## src/rtl/terminal_writer_pkg.sv

```systemverilog
// Shared constants, state encoding and address helper
// for the text-terminal write side.
package terminal_writer_pkg;

  localparam int COLS   = 80;
  localparam int ROWS   = 40;
  localparam int ADDR_W = 12;

  localparam logic [7:0] BLANK = 8'd0;
  localparam logic [7:0] CC_BS = 8'h08;
  localparam logic [7:0] CC_LF = 8'h0A;
  localparam logic [7:0] CC_FF = 8'h0C;
  localparam logic [7:0] CC_CR = 8'h0D;

  localparam logic [6:0] LAST_COL = 7'(COLS - 1);
  localparam logic [5:0] LAST_ROW = 6'(ROWS - 1);

  localparam logic [ADDR_W-1:0] A_COLS  = ADDR_W'(COLS);
  localparam logic [ADDR_W-1:0] A_SCRL  = ADDR_W'((ROWS - 1) * COLS);
  localparam logic [ADDR_W-1:0] A_CELLS = ADDR_W'(COLS * ROWS);

  typedef enum logic [1:0] {
    S_IDLE,
    S_SCROLL,
    S_CLR_ROW,
    S_CLR_ALL
  } state_e;

  function automatic logic [ADDR_W-1:0] cell_addr(
    input logic [5:0] row,
    input logic [6:0] col
  );
    return ADDR_W'(row) * A_COLS + ADDR_W'(col);
  endfunction

endpackage

```

## src/rtl/terminal_writer_if.sv

```systemverilog
// Byte-stream input, videoBuf write/read port
// and cursor status of the terminal writer.
interface terminal_writer_if;
  import terminal_writer_pkg::*;

  logic [7:0]        char_in;
  logic              char_valid;
  logic              char_ready;
  logic              buf_we;
  logic [ADDR_W-1:0] buf_waddr;
  logic [7:0]        buf_wdata;
  logic [ADDR_W-1:0] buf_raddr;
  logic [7:0]        buf_rdata;
  logic [6:0]        cursor_col;
  logic [5:0]        cursor_row;
  logic              busy;

  modport slave (
    input  char_in, char_valid, buf_rdata,
    output char_ready, buf_we, buf_waddr,
    output buf_wdata, buf_raddr,
    output cursor_col, cursor_row, busy
  );

  modport master (
    output char_in, char_valid, buf_rdata,
    input  char_ready, buf_we, buf_waddr,
    input  buf_wdata, buf_raddr,
    input  cursor_col, cursor_row, busy
  );

endinterface

```

## src/rtl/terminal_writer.sv

```systemverilog
// Cursor-tracking writer for the 80x40 videoBuf:
// prints, handles BS/LF/CR/FF, scrolls and clears.
module terminal_writer
  import terminal_writer_pkg::*;
(
  input  logic             clk,
  input  logic             reset_n,
  terminal_writer_if.slave tw
);

  state_e            state_q, state_d;
  logic [6:0]        col_q, col_d;
  logic [5:0]        row_q, row_d;
  logic [ADDR_W-1:0] cnt_q, cnt_d;
  logic              we_q, we_d;
  logic [ADDR_W-1:0] waddr_q, waddr_d;
  logic [7:0]        wdata_q, wdata_d;
  logic [ADDR_W-1:0] raddr_q, raddr_d;
  logic              wsel_q, wsel_d;
  logic              accept;

  assign accept = tw.char_valid && (state_q == S_IDLE);

  // Next state, cursor and registered buffer port
  always_comb begin
    state_d = state_q;
    col_d   = col_q;
    row_d   = row_q;
    cnt_d   = cnt_q;
    we_d    = 1'b0;
    waddr_d = waddr_q;
    wdata_d = wdata_q;
    raddr_d = raddr_q;
    wsel_d  = 1'b0;
    unique case (state_q)
      S_IDLE: begin
        if (accept) begin
          unique case (1'b1)
            (tw.char_in == CC_CR): col_d = '0;
            (tw.char_in == CC_LF): begin
              col_d = '0;
              if (row_q == LAST_ROW) begin
                state_d = S_SCROLL;
                cnt_d   = '0;
                raddr_d = A_COLS;
              end else begin
                row_d = row_q + 1'b1;
              end
            end
            (tw.char_in == CC_BS): begin
              if (col_q != '0) col_d = col_q - 1'b1;
            end
            (tw.char_in == CC_FF): begin
              state_d = S_CLR_ALL;
              we_d    = 1'b1;
              waddr_d = '0;
              wdata_d = BLANK;
              cnt_d   = ADDR_W'(1);
              col_d   = '0;
              row_d   = '0;
            end
            default: begin
              we_d    = 1'b1;
              waddr_d = cell_addr(row_q, col_q);
              wdata_d = tw.char_in;
              if (col_q == LAST_COL) begin
                col_d = '0;
                if (row_q == LAST_ROW) begin
                  state_d = S_SCROLL;
                  cnt_d   = '0;
                  raddr_d = A_COLS;
                end else begin
                  row_d = row_q + 1'b1;
                end
              end else begin
                col_d = col_q + 1'b1;
              end
            end
          endcase
        end
      end
      S_SCROLL: begin
        if (cnt_q == A_SCRL) begin
          state_d = S_CLR_ROW;
          we_d    = 1'b1;
          waddr_d = A_SCRL;
          wdata_d = BLANK;
          cnt_d   = ADDR_W'(1);
        end else begin
          we_d    = 1'b1;
          wsel_d  = 1'b1;
          waddr_d = cnt_q;
          cnt_d   = cnt_q + 1'b1;
          if (cnt_q < A_SCRL - 1'b1)
            raddr_d = cnt_q + A_COLS + 1'b1;
        end
      end
      S_CLR_ROW: begin
        if (cnt_q == A_COLS) begin
          state_d = S_IDLE;
          cnt_d   = '0;
        end else begin
          we_d    = 1'b1;
          waddr_d = A_SCRL + cnt_q;
          wdata_d = BLANK;
          cnt_d   = cnt_q + 1'b1;
        end
      end
      S_CLR_ALL: begin
        if (cnt_q == A_CELLS) begin
          state_d = S_IDLE;
          cnt_d   = '0;
        end else begin
          we_d    = 1'b1;
          waddr_d = cnt_q;
          wdata_d = BLANK;
          cnt_d   = cnt_q + 1'b1;
        end
      end
      default: state_d = S_IDLE;
    endcase
  end

  // State and output registers
  always_ff @(posedge clk or negedge reset_n) begin
    if (!reset_n) begin
      state_q <= S_IDLE;
      col_q   <= '0;
      row_q   <= '0;
      cnt_q   <= '0;
      we_q    <= 1'b0;
      waddr_q <= '0;
      wdata_q <= '0;
      raddr_q <= '0;
      wsel_q  <= 1'b0;
    end else begin
      state_q <= state_d;
      col_q   <= col_d;
      row_q   <= row_d;
      cnt_q   <= cnt_d;
      we_q    <= we_d;
      waddr_q <= waddr_d;
      wdata_q <= wdata_d;
      raddr_q <= raddr_d;
      wsel_q  <= wsel_d;
    end
  end

  // Scroll copies take the RAM read data straight through
  assign tw.buf_wdata  = wsel_q ? tw.buf_rdata : wdata_q;
  assign tw.buf_we     = we_q;
  assign tw.buf_waddr  = waddr_q;
  assign tw.buf_raddr  = raddr_q;
  assign tw.cursor_col = col_q;
  assign tw.cursor_row = row_q;
  assign tw.char_ready = (state_q == S_IDLE);
  assign tw.busy       = (state_q != S_IDLE);

endmodule
```

## src/flat_wrapper.sv

```systemverilog
// flat-port wrapper written by rule: the top's interface ports become plain ports
module terminal_writer_flat import terminal_writer_pkg::*;
  (clk, reset_n, tw_char_in, tw_char_valid, tw_buf_rdata, tw_char_ready, tw_buf_we, tw_buf_waddr, tw_buf_wdata, tw_buf_raddr, tw_cursor_col, tw_cursor_row, tw_busy);
  terminal_writer_if tw_i ();
  input  logic clk;
  input  logic reset_n;
  input wire logic [$bits(tw_i.char_in)-1:0] tw_char_in;
  input wire logic [$bits(tw_i.char_valid)-1:0] tw_char_valid;
  input wire logic [$bits(tw_i.buf_rdata)-1:0] tw_buf_rdata;
  output wire logic [$bits(tw_i.char_ready)-1:0] tw_char_ready;
  output wire logic [$bits(tw_i.buf_we)-1:0] tw_buf_we;
  output wire logic [$bits(tw_i.buf_waddr)-1:0] tw_buf_waddr;
  output wire logic [$bits(tw_i.buf_wdata)-1:0] tw_buf_wdata;
  output wire logic [$bits(tw_i.buf_raddr)-1:0] tw_buf_raddr;
  output wire logic [$bits(tw_i.cursor_col)-1:0] tw_cursor_col;
  output wire logic [$bits(tw_i.cursor_row)-1:0] tw_cursor_row;
  output wire logic [$bits(tw_i.busy)-1:0] tw_busy;
  assign tw_i.char_in = tw_char_in;
  assign tw_i.char_valid = tw_char_valid;
  assign tw_i.buf_rdata = tw_buf_rdata;
  assign tw_char_ready = tw_i.char_ready;
  assign tw_buf_we = tw_i.buf_we;
  assign tw_buf_waddr = tw_i.buf_waddr;
  assign tw_buf_wdata = tw_i.buf_wdata;
  assign tw_buf_raddr = tw_i.buf_raddr;
  assign tw_cursor_col = tw_i.cursor_col;
  assign tw_cursor_row = tw_i.cursor_row;
  assign tw_busy = tw_i.busy;
  terminal_writer u_core (.clk(clk), .reset_n(reset_n), .tw(tw_i));
endmodule
```

## config.mk

```make
export PLATFORM = sky130hd
export DESIGN_NAME = terminal_writer_flat
export DESIGN_NICKNAME = d
export VERILOG_FILES = /design/src/rtl/terminal_writer_pkg.sv /design/src/rtl/terminal_writer_if.sv /design/src/rtl/terminal_writer.sv /design/src/flat_wrapper.sv
export SDC_FILE = /design/constraint.sdc
export NUM_CORES = 1
export LEC_CHECK = 0
export CAP_MARGIN = 30
export CORE_UTILIZATION = 55
export DETAILED_ROUTE_END_ITERATION = 16
export PLACE_DENSITY = 0.81
export SLEW_MARGIN = 20
export SYNTH_ARGS = -nofsm -noshare
export SYNTH_HDL_FRONTEND = slang
export SYNTH_SLANG_ARGS = --single-unit
```

## constraint.sdc

```tcl
create_clock -name clk -period 2.8 [get_ports clk]
set_clock_uncertainty 0.05 [all_clocks]
set_input_delay 0.84 -clock clk [delete_from_list [all_inputs] [get_ports clk]]
set_output_delay 0.84 -clock clk [all_outputs]
set_load 0.03 [all_outputs]
```

==> flow_metrics.tcl, run 1 <==
set metrics [dict create \
    die_w_um 90.32 \
    yosys-top-cells-area "dfrtp_1 36%, ha_1 7.6%, nor2_1 4.4%, a21oi_1 4.1%, o21ai_0 3.4%" \
    number_of_instances_in_the_synthesized_netlist 488 \
    synth-main-ff-cell "dfrtp_1" \
    antenna_found_initial 0 \
    achievable-frequency_mhz 364.5 \
    crit_slowest_cell "clkdlybuf4s50_1" \
    die_area_um2 8158 \
    ioPinCount 67 \
    final_util 0.7539 \
    via_count 4165 \
    timing.max_slew.rel_slack 0.5276 \
    grt_max_degree 62 \
    startpoint_type "register" \
    max_cap_violations 0 \
    drtIter0Drc 364 \
    seq_total_area_yosys 0.3558 \
    number_of_enable_type_register_cells_in_the_synthesized_netlist 0 \
    cts.clk_slew.worst_paths_ns 0.07 \
    critPathKind "register to output port" \
    row_count 31 \
    global_route_wire_length_before_repair_um 18640 \
    synth_async_sr_flop_share 1.000 \
    port_buffer_cells 66 \
    drt_first_pass_iters 5 \
    residual_drc 0 \
    layout.cells.non_filler 694 \
    total_congestion_overflow_after_global_routing 0 \
    critical_path_cell_count 3 \
    cp.required_ns 1.91 \
    outcome "complete, no violations" \
    worst-slew-pin-transition_ns 0.7031 \
    cts_tree "built" \
    globalRouteTotalUtil 0.2839 \
    worst_hold_path.num_cells 1 \
    pre_cts_slack_ns -0.2658 \
    critical_path_buf_inv_count 2 \
    die-height_um 90.32 \
    place.detailed.instances 676 \
    cpLargestDelayFamily "buffers and inverters" \
    ctsLongestPathBuffers 2 \
    fraction_of_final_layout_cells_sized_beyond_drive_strength_1 0.1580 \
    n_antenna_cell 0 \
    cts_sinks 61 \
    clk_root_buffer_cell "clkbuf_8" \
    fin_nets 637 \
    hold-worst-slack_ns 0.4387 \
    place_hpwl_um 8201 \
    syn2layout_area_growth_pct 30.18 \
    hold_class "register to register" \
    post_drt_wl_per_cell_um 16.36 \
    post_synth_most_frequent_cells "61 x dfrtp_1, 50 x nor2_1, 35 x a21oi_1, 35 x nand2_1" \
    final_critical_path_setup_slack_ns 0.05675 \
    initial_core_util 0.5791 \
    synth.avg_cell_area_um2 8.792 \
    timing.critical_path.slowest_cell_delay_ns 0.71 \
    drt-total-wl_um 11360 \
    finalSetupViolCount 0 \
    core_um2 7408 \
    placed_cell_area_um2 5326 \
    vias_per_cell 6.001 \
    via_count_of_the_first_global_routing_pass 3772 \
    postSynthNetCount 535 \
    leakage_nw 2.535 \
    worstPathCellList "inv_1 > ha_1 > clkdlybuf4s50_1" \
    finalWeightedCongestion 0.9452 \
    fin_setup_tns_ns 0 \
    timing.reg2reg.worst_path_depth 9 \
    worst-endpoint-arrival_ns 1.85 \
    postRouteAntennaNets 0 \
    number_of_hold_violations_in_the_final_report 0 \
    post-synth-top-count-cell "dfrtp_1" \
    post-layout-total-power_mw 1.875 \
    largest_area_contributor_in_the_netlist "dfrtp_1" \
    finalWorstPathRequiredPeriod_ns 2.743 \
    yosysWarnings 0 \
    stdcell_area_um2 5585 \
    yosys_register_bits 61 \
    end_kind "output port" \
    cts.htree.levels 3 \
    count_of_fill_cells_added_during_filler_insertion 535 \
    netlist_area_um2 4290 \
    powerDensity_nw_per_um2 335.7 \
    clock_insertion_delay_worst_skew_ns 0.34 \
    vdd_ir_drop_max_uv 253.0 \
    min_period_over_period 0.9797 \
    netlist-cell-type-count 68 \
    critical_path_peak_fanout 4 \
    cts_made_buffers 9 \
    final_max_slew_viol_count 0 \
    synth_top_area_frac 0.3558 \
]
cell usage in the layout, fill, tap and decap left out, drive strengths merged, types with 4 or more instances in the layout:
| cell type | n |
|---|---|
| nor2b | 5 |
| inv | 29 |
| or3 | 5 |
| mux2 | 15 |
| nand2b | 4 |
| a22o | 8 |
| nor4 | 6 |
| buf | 57 |
| o21ai | 30 |
| clkdlybuf4s50 | 54 |
| nand4 | 7 |
| nor2 | 50 |
| nand2 | 35 |
| mux2i | 7 |
| dfrtp | 61 |
| nand3 | 19 |
| xnor2 | 16 |
| clkbuf | 12 |
| a21o | 5 |
| a21oi | 36 |
| nor3 | 16 |
| ha | 26 |
| and3 | 6 |
| a31oi | 8 |
| a22oi | 7 |
| o21a | 4 |
| xor2 | 7 |
area by class of cell:
type | count | area (um2) | area share
timing repair buffer | 114 | 1030 | 0.1844
clock inverter | 4 | 70.07 | 0.01254
clock buffer | 12 | 155.1 | 0.02778
multi-input combinational | 374 | 2567 | 0.4597
tap | 99 | 123.9 | 0.02218
inverter | 30 | 112.6 | 0.02016
sequential | 61 | 1526 | 0.2733
repair_timing:
item,CTS,global route
gates resized for setup,0,9
buffers inserted,0,1
hold buffers,0,0
setup endpoints to repair,0,14
worst paths after layout:
path | start | endpoint | slack (ns)
setup / recovery | u_core.state_q[1] | tw_char_ready | 0.06
hold / removal | u_core.tw.buf_raddr[10] | u_core.tw.buf_raddr[10] | 0.44
setup reg to reg | u_core.cnt_q[4] | u_core.tw.buf_raddr[9] | 0.19
hold reg to reg | u_core.tw.buf_raddr[10] | u_core.tw.buf_raddr[10] | 0.44
max in group asynchronous | reset_n | u_core.cnt_q[3] | 1.96
min in group asynchronous | reset_n | u_core.wdata_q[3] | 0.45
registers in the layout, summed over array words and instances, names as in the netlist:
name                  count
u_core.cnt_q             12
u_core.tw.buf_raddr      12
u_core.tw.buf_waddr      12
u_core.wdata_q            8
u_core.tw.cursor_col      7
u_core.tw.cursor_row      6
u_core.state_q            2
u_core.tw.buf_we          1
u_core.wsel_q             1
cell families after synthesis:
family          after synthesis  share of synthesized area
compound gates              126                     0.1925
flops                        61                     0.3558
simple gates                175                     0.2158
mux                          22                    0.05570
xor+xnor                     23                    0.04695
buf+inv                      53                    0.04811
fa+ha+maj                    28                    0.08516
metal layers:
layer	GRT usage	part of all wire	vias to the layer above
met3	0.04882	0.063	19
met1	0.3851	0.44	1991
met5	0	0	-
li1	-	-	1979
met4	0.09409	0.016	0
met2	0.4618	0.48	176
where the power goes:
part | internal, mW | switching [mW]
clock | 0.547 | 0.352
combinational | 0.0450 | 0.0473
sequential | 0.882 | 0.00165
(Power assumes the default switching activity.)
==> inputs of run 2 (changes only) <==
CAP_MARGIN = 20   (was 30)
CTS_CLUSTER_SIZE = 30   (was unset)
==> results of run 2 <==
No change in the layout: final DEF, timing and power equal those of run 1.
==> inputs of run 3 (changes only) <==
CORE_UTILIZATION = 60   (was 55)
CTS_CLUSTER_DIAMETER = 50   (was unset)
DONT_BUFFER_PORTS = 1   (was unset)
PLACE_DENSITY = 0.76   (was 0.81)
==> flow_metrics.tcl, run 3 (same netlist as run 1, synthesis figures left out) <==
set metrics [dict create \
    outcome "complete, no violations" \
    grt_max_degree 62 \
    reg2reg_setup_slack_ns 0.20 \
    layout.cells.most_common_list "60 x dfrtp_1, 50 x nor2_1, 37 x buf_4" \
    port_buffer_cells 0 \
    cp.required_ns 2.98 \
    startpoint_type "register" \
    rsz0062_at_grt "no" \
    syn2layout_area_growth_pct 12.86 \
    powerDensity_nw_per_um2 392.2 \
    timing.max_slew.rel_slack 0.5503 \
    via_count 3895 \
    global_route_wire_length_before_repair_um 17850 \
    fraction_of_final_layout_cells_sized_beyond_drive_strength_1 0.1412 \
    fin_nets 560 \
    reg2reg_to "u_core.cnt_q[11]" \
    worstPathCellList "inv_1 > ha_1 > nor4bb_1 > a31oi_1 > or3_1 > nand2b_1 > a21oi_2 > nor2_1" \
    finalSetupViolCount 0 \
    n_antenna_cell 0 \
    cts.htree.levels 3 \
    cpLargestDelayFamily "simple AND/OR/NAND/NOR gates" \
    globalRouteTotalUtil 0.3094 \
    timing.rr.start "u_core.cnt_q[5]" \
    timing.critical_path.slowest_cell_delay_ns 0.47 \
    finalWeightedCongestion 0.8590 \
    die_w_um 86.56 \
    mostFrequentLayoutCell "dfrtp_1" \
    count_of_fill_cells_added_during_filler_insertion 548 \
    post-layout-total-power_mw 1.899 \
    critical_path_peak_fanout 7 \
    via_count_of_the_first_global_routing_pass 3787 \
    critical_path_buf_inv_count 1 \
    die-height_um 86.56 \
    cts_tree "built" \
    antenna_found_initial 0 \
    max_cap_violations 0 \
    critPathKind "register to register" \
    vias_per_cell 6.354 \
    cts.clk_slew.worst_paths_ns 0.07 \
    worst-endpoint-arrival_ns 2.78 \
    final_max_slew_viol_count 0 \
    drtIter0Drc 318 \
    end_kind "register" \
    clk_root_buffer_cell "clkbuf_8" \
    residual_drc 0 \
    row_count 30 \
    timing.reg2reg.worst_path_depth 8 \
    fin_setup_tns_ns 0 \
    total_congestion_overflow_after_global_routing 0 \
    post_cts_hold_buffer_count 0 \
    cts_sinks 61 \
    ioPinCount 67 \
    initial_core_util 0.6246 \
    number_of_hold_violations_in_the_final_report 0 \
    drt-total-wl_um 10850 \
    min_period_over_period 0.9289 \
    die_area_um2 7493 \
    worst-slew-pin-transition_ns 0.6694 \
    place_hpwl_um 7850 \
    core_um2 6869 \
    crit_slowest_cell "dfrtp_1" \
    cts_made_buffers 9 \
    clock_insertion_delay_worst_skew_ns 0.36 \
    postRouteAntennaNets 0 \
    post_drt_wl_per_cell_um 17.71 \
    vdd_ir_drop_max_uv 343.5 \
    leakage_nw 2.203 \
    ctsLongestPathBuffers 2 \
    finalWorstPathRequiredPeriod_ns 2.601 \
    achievable-frequency_mhz 384.5 \
    critical_path_cell_count 8 \
    drt_first_pass_iters 5 \
    hold_class "primary input to asynchronous set/reset pin" \
]
[run 3: cell types whose count changed in the layout (fill, tap and decap cells not counted), moves of 2 or more]
| cell | before | now |
|---|---|---|
| buf_12 | 2 | 0 |
| buf_4 | 52 | 37 |
| buf_2 | 2 | 0 |
| clkdlybuf4s50_1 | 54 | 0 |
| dlymetal6s2s_1 | 3 | 0 |
[run 3: worst max path at each step]
| stage | slack, ns | end | start |
|---|---|---|---|
| floorplan | 0.06 | u_core.tw.buf_raddr[10] | tw_char_in[5] |
| global placement | 0.19 | u_core.tw.buf_raddr[2] | tw_char_in[5] |
| detailed placement | 0.20 | u_core.cnt_q[0] | tw_char_in[5] |
| CTS | 0.21 | u_core.cnt_q[11] | u_core.cnt_q[4] |
| global route | 0.04 | u_core.cnt_q[6] | u_core.cnt_q[5] |
| finish | 0.20 | u_core.cnt_q[11] | u_core.cnt_q[5] |
[run 3: worst register-to-register path: stages, from the launching register on]
cell	delay [ns]
dfrtp_1	0.47
inv_1	0.14
ha_1	0.15
nor4bb_1	0.39
a31oi_1	0.16
or3_1	0.47
nand2b_1	0.20
a21oi_2	0.35
nor2_1	0.10
[run 3: power breakdown]
group	switching, mW	internal (mW)	leakage, nW	total [mW]
Combinational	0.0153	0.0127	1.30	0.0280
Sequential	0.000664	0.882	0.779	0.883
Clock	0.355	0.633	0.125	0.988
Total	0.371	1.53	2.20	1.90
[run 3: timing repair]
action                     in CTS  in global routing
setup buffers                   0                  0
setup endpoints to repair       0                  3
resized for setup               0                  1
[run 3: cell type report]
cell class	instances	area (um2)	share of cell area
Multi-Input combinational cell	374	2557	0.5282
Sequential cell	61	1528	0.3155
Timing Repair Buffer	37	277.8	0.05736
Clock buffer	11	151.4	0.03127
Tap cell	96	120.1	0.02481
Inverter	30	112.6	0.02326
Clock inverter	4	95.09	0.01964
[run 3: routing by layer]
metal / part of all wire / global-route usage / vias to the layer above
met5: 0 / 0 / -
met4: 0.018 / 0.1182 / 0
met3: 0.076 / 0.06571 / 17
met2: 0.49 / 0.5267 / 191
met1: 0.42 / 0.3866 / 1878
li1: - / - / 1809
[run 3: per-stage QoR]
step           instance area (um2)  hold WS [ns]  setup slack (ns)  instances    util
2_1_floorplan                 4290        0.4191           0.06440        488       -
3_3_place_gp                  4594        0.4359            0.1868        598  0.6689
3_5_place_dp                  4594        0.4377            0.2031        598  0.6689
4_1_cts                       4841        0.1162            0.2107        613  0.7047
5_1_grt                       4842        0.1135           0.03502        613  0.7049
6_report                      4842        0.1237            0.1991        613  0.7049
